<file path="src/rtl/mem_stage_sram_ctrl.sv">
// Memory-stage responder for the 5-stage ARM pipeline.
// Performs each 32-bit load/store as two 16-bit accesses on an external
// asynchronous SRAM, freezing earlier stages via ready while busy.
module mem_stage_sram_ctrl #(
  parameter int unsigned BASE_ADDR   = 1024,
  parameter int unsigned WAIT_CYCLES = 2,
  parameter int unsigned SRAM_AW     = 18
) (
  input  logic               clk,
  input  logic               rst,

  input  logic               wb_en_in,
  input  logic               mem_r_en_in,
  input  logic               mem_w_en_in,
  input  logic [31:0]        alu_result_in,
  input  logic [31:0]        val_rm_in,
  input  logic [3:0]         dest_in,

  output logic               wb_en,
  output logic               mem_r_en,
  output logic [31:0]        alu_result,
  output logic [3:0]         dest,
  output logic [31:0]        mem_data,
  output logic               ready,

  output logic [SRAM_AW-1:0] sram_addr,
  output logic [15:0]        sram_wdata,
  input  logic [15:0]        sram_rdata,
  output logic               sram_we_n,
  output logic               sram_oe_n
);

  localparam int unsigned   CntW    = (WAIT_CYCLES > 1) ? $clog2(WAIT_CYCLES) : 1;
  localparam logic [CntW-1:0] CntLast = CntW'(WAIT_CYCLES - 1);

  typedef enum logic [2:0] {
    StIdle,
    StWrLo,
    StWrHi,
    StRdLo,
    StRdHi,
    StDone
  } state_e;

  state_e          state_q, state_d;
  logic [CntW-1:0] cnt_q, cnt_d;
  logic [31:0]     mem_data_q, mem_data_d;

  // Pipeline control signals pass straight through, independent of state.
  assign wb_en      = wb_en_in;
  assign mem_r_en   = mem_r_en_in;
  assign alu_result = alu_result_in;
  assign dest       = dest_in;
  assign mem_data   = mem_data_q;

  // Byte address -> 16-bit SRAM location; addresses below the base simply wrap.
  logic [31:0]        offset;
  logic [SRAM_AW-2:0] word_idx;
  logic [SRAM_AW-1:0] addr_lo, addr_hi;
  logic               unused_offset_bits;

  assign offset             = alu_result_in - 32'(BASE_ADDR);
  assign word_idx           = offset[SRAM_AW:2];
  assign addr_lo            = {word_idx, 1'b0};
  assign addr_hi            = {word_idx, 1'b1};
  assign unused_offset_bits = ^{offset[31:SRAM_AW+1], offset[1:0]};

  logic last_wait;
  assign last_wait = (cnt_q == CntLast);

  // Next-state logic: sequencing, wait counting and read-data capture.
  always_comb begin
    state_d    = state_q;
    cnt_d      = '0;
    mem_data_d = mem_data_q;
    case (state_q)
      StIdle: begin
        // A store wins when both enables are set.
        if (mem_w_en_in) begin
          state_d = StWrLo;
        end else if (mem_r_en_in) begin
          state_d = StRdLo;
        end
      end
      StWrLo: begin
        if (last_wait) state_d = StWrHi;
        else           cnt_d   = cnt_q + CntW'(1);
      end
      StWrHi: begin
        if (last_wait) state_d = StDone;
        else           cnt_d   = cnt_q + CntW'(1);
      end
      StRdLo: begin
        if (last_wait) begin
          mem_data_d[15:0] = sram_rdata;
          state_d          = StRdHi;
        end else begin
          cnt_d = cnt_q + CntW'(1);
        end
      end
      StRdHi: begin
        if (last_wait) begin
          mem_data_d[31:16] = sram_rdata;
          state_d           = StDone;
        end else begin
          cnt_d = cnt_q + CntW'(1);
        end
      end
      // The still-held request is not restarted; the pipeline advances here.
      StDone:  state_d = StIdle;
      default: state_d = StIdle;
    endcase
  end

  // SRAM strobes, address and write data decoded from the current state.
  always_comb begin
    sram_we_n  = 1'b1;
    sram_oe_n  = 1'b1;
    sram_addr  = '0;
    sram_wdata = '0;
    case (state_q)
      StWrLo: begin
        sram_we_n  = 1'b0;
        sram_addr  = addr_lo;
        sram_wdata = val_rm_in[15:0];
      end
      StWrHi: begin
        sram_we_n  = 1'b0;
        sram_addr  = addr_hi;
        sram_wdata = val_rm_in[31:16];
      end
      StRdLo: begin
        sram_oe_n = 1'b0;
        sram_addr = addr_lo;
      end
      StRdHi: begin
        sram_oe_n = 1'b0;
        sram_addr = addr_hi;
      end
      default: ;
    endcase
  end

  // ready drops in the very cycle a request appears in idle.
  always_comb begin
    ready = 1'b0;
    if (state_q == StDone) begin
      ready = 1'b1;
    end else if (state_q == StIdle && !mem_w_en_in && !mem_r_en_in) begin
      ready = 1'b1;
    end
  end

  // State, wait counter and load-result registers.
  always_ff @(posedge clk or negedge rst) begin
    if (!rst) begin
      state_q    <= StIdle;
      cnt_q      <= '0;
      mem_data_q <= '0;
    end else begin
      state_q    <= state_d;
      cnt_q      <= cnt_d;
      mem_data_q <= mem_data_d;
    end
  end

endmodule

</file>
<file path="config.mk">
export PLATFORM = sky130hd
export DESIGN_NAME = mem_stage_sram_ctrl
export DESIGN_NICKNAME = d
export VERILOG_FILES = /design/src/rtl/mem_stage_sram_ctrl.sv
export SDC_FILE = /design/constraint.sdc
export NUM_CORES = 1
export LEC_CHECK = 0
export ABC_AREA = 1
export BUFFER_PORTS_ARGS = -buffer_cell sky130_fd_sc_hd__buf_4
export CAP_MARGIN = 20
export CELL_PAD_IN_SITES_DETAIL_PLACEMENT = 1
export CELL_PAD_IN_SITES_GLOBAL_PLACEMENT = 2
export CORE_MARGIN = 2
export CORE_UTILIZATION = 17
export CTS_CLUSTER_DIAMETER = 30
export CTS_CLUSTER_SIZE = 16
export DETAILED_ROUTE_END_ITERATION = 10
export MAX_ROUTING_LAYER = met4
export PLACE_DENSITY = 0.78
export SYNTH_ARGS = -nofsm -noshare
export SYNTH_HDL_FRONTEND = slang
export SYNTH_SLANG_ARGS = --single-unit
</file>
<file path="constraint.sdc">
create_clock -name clk -period 1.2 [get_ports clk]
set_input_delay 0.18 -clock clk [delete_from_list [all_inputs] [get_ports clk]]
set_output_delay 0.18 -clock clk [all_outputs]
set_load 0.01 [all_outputs]
</file>
==> results_tabular.tex <==
\begin{tabular}{lr}
\hline
Metric & Value \\
\hline
\multicolumn{2}{l}{\textbf{Clock network}} \\
\quad TritonCTS clock tree & built \\
\quad Root cell of the clock tree & sky130\_fd\_sc\_hd\_\_clkbuf\_16 \\
\quad Num CTS Buffers & 5 \\
\quad Clock network latency to the later pin of the worst-skew pair & 270 ps \\
\quad Post-CTS clock slew at the launch and capture registers of the worst setup and hold paths & 50 ps \\
\quad Sinks on Clock Net & 36 \\
\quad Max Buffers Root-to-Sink & 2 \\
\quad CTS H-tree lvls & 2 \\
\multicolumn{2}{l}{\textbf{Setup path}} \\
\quad Top delay family on crit path & flip-flops \\
\quad Worst-path maximum fanout & 8 \\
\quad Reg-to-reg critical path startpoint & state\_q[0]\$\_DFFE\_PN0P\_ \\
\quad Bufs and invs on worst path & 3 \\
\quad Cell breakdown of the critical path & buf\_6, nand3\_4, inv\_8, nand2\_2, o21ai\_1, buf\_4 \\
\quad Internal reg-to-reg setup slack & -320 ps \\
\quad Worst R2R End & state\_q[0]\$\_DFFE\_PN0P\_ \\
\quad Depth of the most critical reg-to-reg path & 9 \\
\quad Data arrival time of the critical path & 1480 ps \\
\quad Data required time of the worst path & 1020 ps \\
\quad Kind of critical path & reg2out \\
\quad Slowest Stage Delay on Critical Path & 470 ps \\
\quad Endpoint kind of the worst setup timing path & output port \\
\quad Critical Path Start Type & flop \\
\quad Worst-path cell with the longest stage delay & sky130\_fd\_sc\_hd\_\_dfrtp\_2 \\
\multicolumn{2}{l}{\textbf{Synth}} \\
\quad Synthesized area divided by synthesized cell count & 7.675 µm² \\
\quad Most used flip-flop cell after synthesis & sky130\_fd\_sc\_hd\_\_dfrtp\_1 \\
\quad Synthesized net count & 404 \\
\quad Warnings, synthesis & 0 \\
\quad Yosys cell types & 27 \\
\quad Fraction of the yosys area taken by sequential cells & 0.3738 \\
\quad Post-Syn Instances & 314 \\
\quad EDFF count, synth & 0 \\
\quad Flops \& latches, synth & 36 \\
\quad Synthesized cell area & 2410 µm² \\
\quad Post-synthesis async set-or-reset flop share & 1.000 \\
\multicolumn{2}{l}{\textbf{Global route}} \\
\quad Largest net degree at the start of global routing & 37 \\
\quad Global router's overall resource usage & 0.1080 \\
\quad Number of global-route vias before repair & 2,565 \\
\quad Global routing usage on met3 & 0.02399 \\
\quad Top Usage Layer GRT & met2 \\
\quad Grt met1 use & 0.1226 \\
\quad Met2 Use GR & 0.1968 \\
\quad Total congestion overflow & 0 \\
\quad Number of antenna violations at the first check in global routing & 0 \\
\quad First-pass GRT wire length & 12,560 µm \\
\multicolumn{2}{l}{\textbf{Run}} \\
\quad Number of max-cap violations & 0 \\
\multicolumn{2}{l}{\textbf{Timing}} \\
\quad \# setup viols final & 73 \\
\quad Slew @ Worst Pin & 477.6 ps \\
\quad Crit path time final & 1655 ps \\
\quad Final max-slew violation count & 0 \\
\quad Worst setup skew after layout & 6.035 ps \\
\quad Hold Violations, Final & 0 \\
\quad Final Hold Slack & 172.2 ps \\
\quad Setup repair after global routing missed its margin & yes \\
\quad Post-layout worst setup margin & -455.0 ps \\
\quad Max Clock Freq & 604.2 MHz \\
\quad Ratio of final minimum period to clock period & 1.379 \\
\quad Worst slew margin & 0.6816 \\
\multicolumn{2}{l}{\textbf{Place}} \\
\quad Post-DP Area & 3749 µm² \\
\quad Global placement routability congestion & 0.7624 \\
\quad Number of buffer cells added on primary ports & 155 \\
\quad Detail Placement HPWL & 6282 µm \\
\multicolumn{2}{l}{\textbf{Run status}} \\
\quad Status & finished, violations left \\
\quad Violations in the final reports & setup timing \\
\multicolumn{2}{l}{\textbf{Layout}} \\
\quad Layout cell share with drive strength beyond 1 & 0.6490 \\
\quad Multi-input gate area in the final layout & 1221 µm² \\
\quad Diodes inserted & 0 \\
\quad Count of fill cells added during filler insertion & 1,662 \\
\quad Layout Cell Area excl Fill & 4453 µm² \\
\quad Area grow syn2layout & 84.79\% \\
\quad Reg area & 903.4 µm² \\
\quad Final \#Nets & 562 \\
\multicolumn{2}{l}{\textbf{Detailed routing}} \\
\quad Via/cell ratio & 3.865 \\
\quad DRC Markers & 0 \\
\quad Via count & 2,524 \\
\quad Number of optimization iterations in the first detailed-route pass & 4 \\
\quad Wire length reported by the detailed router & 8829 µm \\
\quad Routed wire length per instance & 13.52 µm \\
\quad Final ANT Viol Nets & 0 \\
\quad Iter 0 DRT Violations & 41 \\
\multicolumn{2}{l}{\textbf{Hold path}} \\
\quad End point of the worst hold path & mem\_data[11]\$\_DFFE\_PN0P\_ \\
\quad Path category of the worst min-delay check & in2reg \\
\quad Worst hold path cell count & 3 \\
\quad Worst hold path startpoint & sram\_rdata[11] \\
\multicolumn{2}{l}{\textbf{Power}} \\
\quad Net Sw Power & 0.004411 W \\
\quad Switching share of total power & 0.4192 \\
\quad Total leakage power & 2.373 nW \\
\quad Total power divided by cell area & 2363 nW/µm² \\
\quad Fraction of power consumed by the clock network & 0.116 \\
\quad Sequential cell fraction of total power & 0.227 \\
\quad Worst VDD drop & 0.0009249 V \\
\quad Internal power consumption & 0.006113 W \\
\quad Combinational share of power & 0.656 \\
\multicolumn{2}{l}{\textbf{Floorplan}} \\
\quad Std cell rows & 43 \\
\quad Starting Density & 0.1736 \\
\quad Die area & 15,140 µm² \\
\quad Overall die height & 123.1 µm \\
\quad Std-Cell Core Area & 13,880 µm² \\
\quad Horizontal die dimension & 123.1 µm \\
\quad Io pins & 196 \\
\hline
\end{tabular}
## registers in the layout (all words and copies together), names as in the netlist
name,cells
state_q,3
cnt_q,1
mem_data,32
## worst max-delay path by stage
| stage | from | endpoint | slack [ps] | depth (start not counted) |
|---|---|---|---|---|
| finish | state_q[1]$_DFFE_PN0P_ | sram_wdata[0] | -460 | 6 |
| CTS | state_q[0]$_DFFE_PN0P_ | sram_addr[17] | -450 | 7 |
| global placement | alu_result_in[10] | sram_addr[17] | -260 | 9 |
| detailed placement | alu_result_in[10] | sram_addr[17] | -280 | 9 |
| floorplan | state_q[2]$_DFFE_PN0P_ | sram_addr[10] | -80 | 6 |
| global route | state_q[1]$_DFFE_PN0P_ | sram_wdata[0] | -530 | 6 |
## cells in the mapped netlist, types with 2 or more instances
library cell / instances / area, µm²
sky130_fd_sc_hd__nand2_1: 66 / 247.7
sky130_fd_sc_hd__inv_1: 54 / 202.7
sky130_fd_sc_hd__buf_4: 38 / 285.3
sky130_fd_sc_hd__dfrtp_1: 36 / 900.9
sky130_fd_sc_hd__nor2_1: 25 / 93.84
sky130_fd_sc_hd__o21ai_2: 20 / 175.2
sky130_fd_sc_hd__o21ai_0: 17 / 85.08
sky130_fd_sc_hd__o21ai_1: 13 / 65.06
sky130_fd_sc_hd__buf_6: 9 / 101.4
sky130_fd_sc_hd__nand3_1: 7 / 35.03
sky130_fd_sc_hd__inv_2: 6 / 22.52
sky130_fd_sc_hd__a21oi_1: 2 / 10.01
sky130_fd_sc_hd__nand2_2: 2 / 12.51
sky130_fd_sc_hd__nand2_4: 2 / 22.52
sky130_fd_sc_hd__nand3_2: 2 / 20.02
sky130_fd_sc_hd__nand3_4: 2 / 35.03
sky130_fd_sc_hd__nand4_1: 2 / 12.51
sky130_fd_sc_hd__nor3_1: 2 / 10.01
## cell type report
| class | count | share of cell area |
|---|---|---|
| Sequential cell | 36 | 0.2029 |
| Clock buffer | 7 | 0.02978 |
| Timing Repair inverter | 2 | 0.004496 |
| Timing Repair Buffer | 197 | 0.3799 |
| Inverter | 60 | 0.05620 |
| Clock inverter | 1 | 0.001967 |
| Tap cell | 180 | 0.05058 |
| Multi-Input combinational cell | 170 | 0.2742 |
## cells by family after synthesis
logic type / count (synthesis) / synth area share
xor+xnor: 1 / 0.003635
buf+inv: 108 / 0.2560
flops: 36 / 0.3738
fa+ha+maj: 1 / 0.005191
compound gates: 56 / 0.1511
simple gates: 112 / 0.2103
## routing by layer
| layer | up-vias | wire [µm] | part of all wire |
|---|---|---|---|
| met5 | - | 0 | 0 |
| met4 | 0 | 14 | 0.0016 |
| met3 | 2 | 582 | 0.066 |
| met2 | 92 | 4598 | 0.52 |
| met1 | 1185 | 3633 | 0.41 |
| li1 | 1245 | - | - |
## per-stage QoR
step | TNS, ps | util | cells | setup slack [ps] | power (W)
2_1_floorplan | -1258 | - | 314 | -83.67 | 0.005373
3_3_place_gp | -7475 | 0.2701 | 627 | -263.4 | 0.007917
3_5_place_dp | -10200 | 0.2701 | 627 | -284.2 | 0.008067
4_1_cts | -21300 | 0.3019 | 648 | -449.6 | 0.01013
5_1_grt | -27500 | 0.3208 | 653 | -534.4 | 0.01132
6_report | -22360 | 0.3208 | 653 | -455.0 | 0.01052
## worst min-delay path, cell delays in order
cell,delay (ps)
sky130_fd_sc_hd__buf_4,80
sky130_fd_sc_hd__inv_1,40
sky130_fd_sc_hd__o21ai_2,110
## power by group through the flow
stage / registers, W / clock network, W / logic [W]
after detailed placement: 0.00231 / 0 / 0.00576
after global placement: 0.00227 / 0 / 0.00565
final: 0.00239 / 0.00123 / 0.00691
after global routing: 0.00248 / 0.00133 / 0.00750
after CTS: 0.00237 / 0.00128 / 0.00648
after floorplan: 0.00248 / 0 / 0.00289
## timing repair
| action | CTS | global route |
|---|---|---|
| pin swaps | 5 | 0 |
| buffers inserted | 8 | 3 |
| gates cloned | 5 | 3 |
| hold buffers | 1 | 0 |
| resized for setup | 50 | 51 |
| setup endpoints to repair | 72 | 73 |
| hold endpoints to repair | 36 | 0 |
## cells in the final DEF (no fill, tap or decap), drive strengths merged
| cell | synthesis | final |
|---|---|---|
| nand3 | 11 | 11 |
| or2 | 1 | 1 |
| a211oi | 1 | 1 |
| nand2 | 70 | 70 |
| dfrtp | 36 | 36 |
| xor2 | 1 | 1 |
| o21bai | 1 | 1 |
| buf | 47 | 193 |
| nor3 | 2 | 2 |
| nor2 | 26 | 26 |
| nand4 | 2 | 2 |
| a31oi | 1 | 1 |
| clkinv | 0 | 1 |
| a21oi | 2 | 2 |
| inv | 60 | 62 |
| clkbuf | 1 | 10 |
| o31ai | 1 | 1 |
| o21ai | 50 | 50 |
| dlygate4sd3 | 0 | 1 |
| ha | 1 | 1 |
No activity file was read; power rests on OpenSTA's default activity.
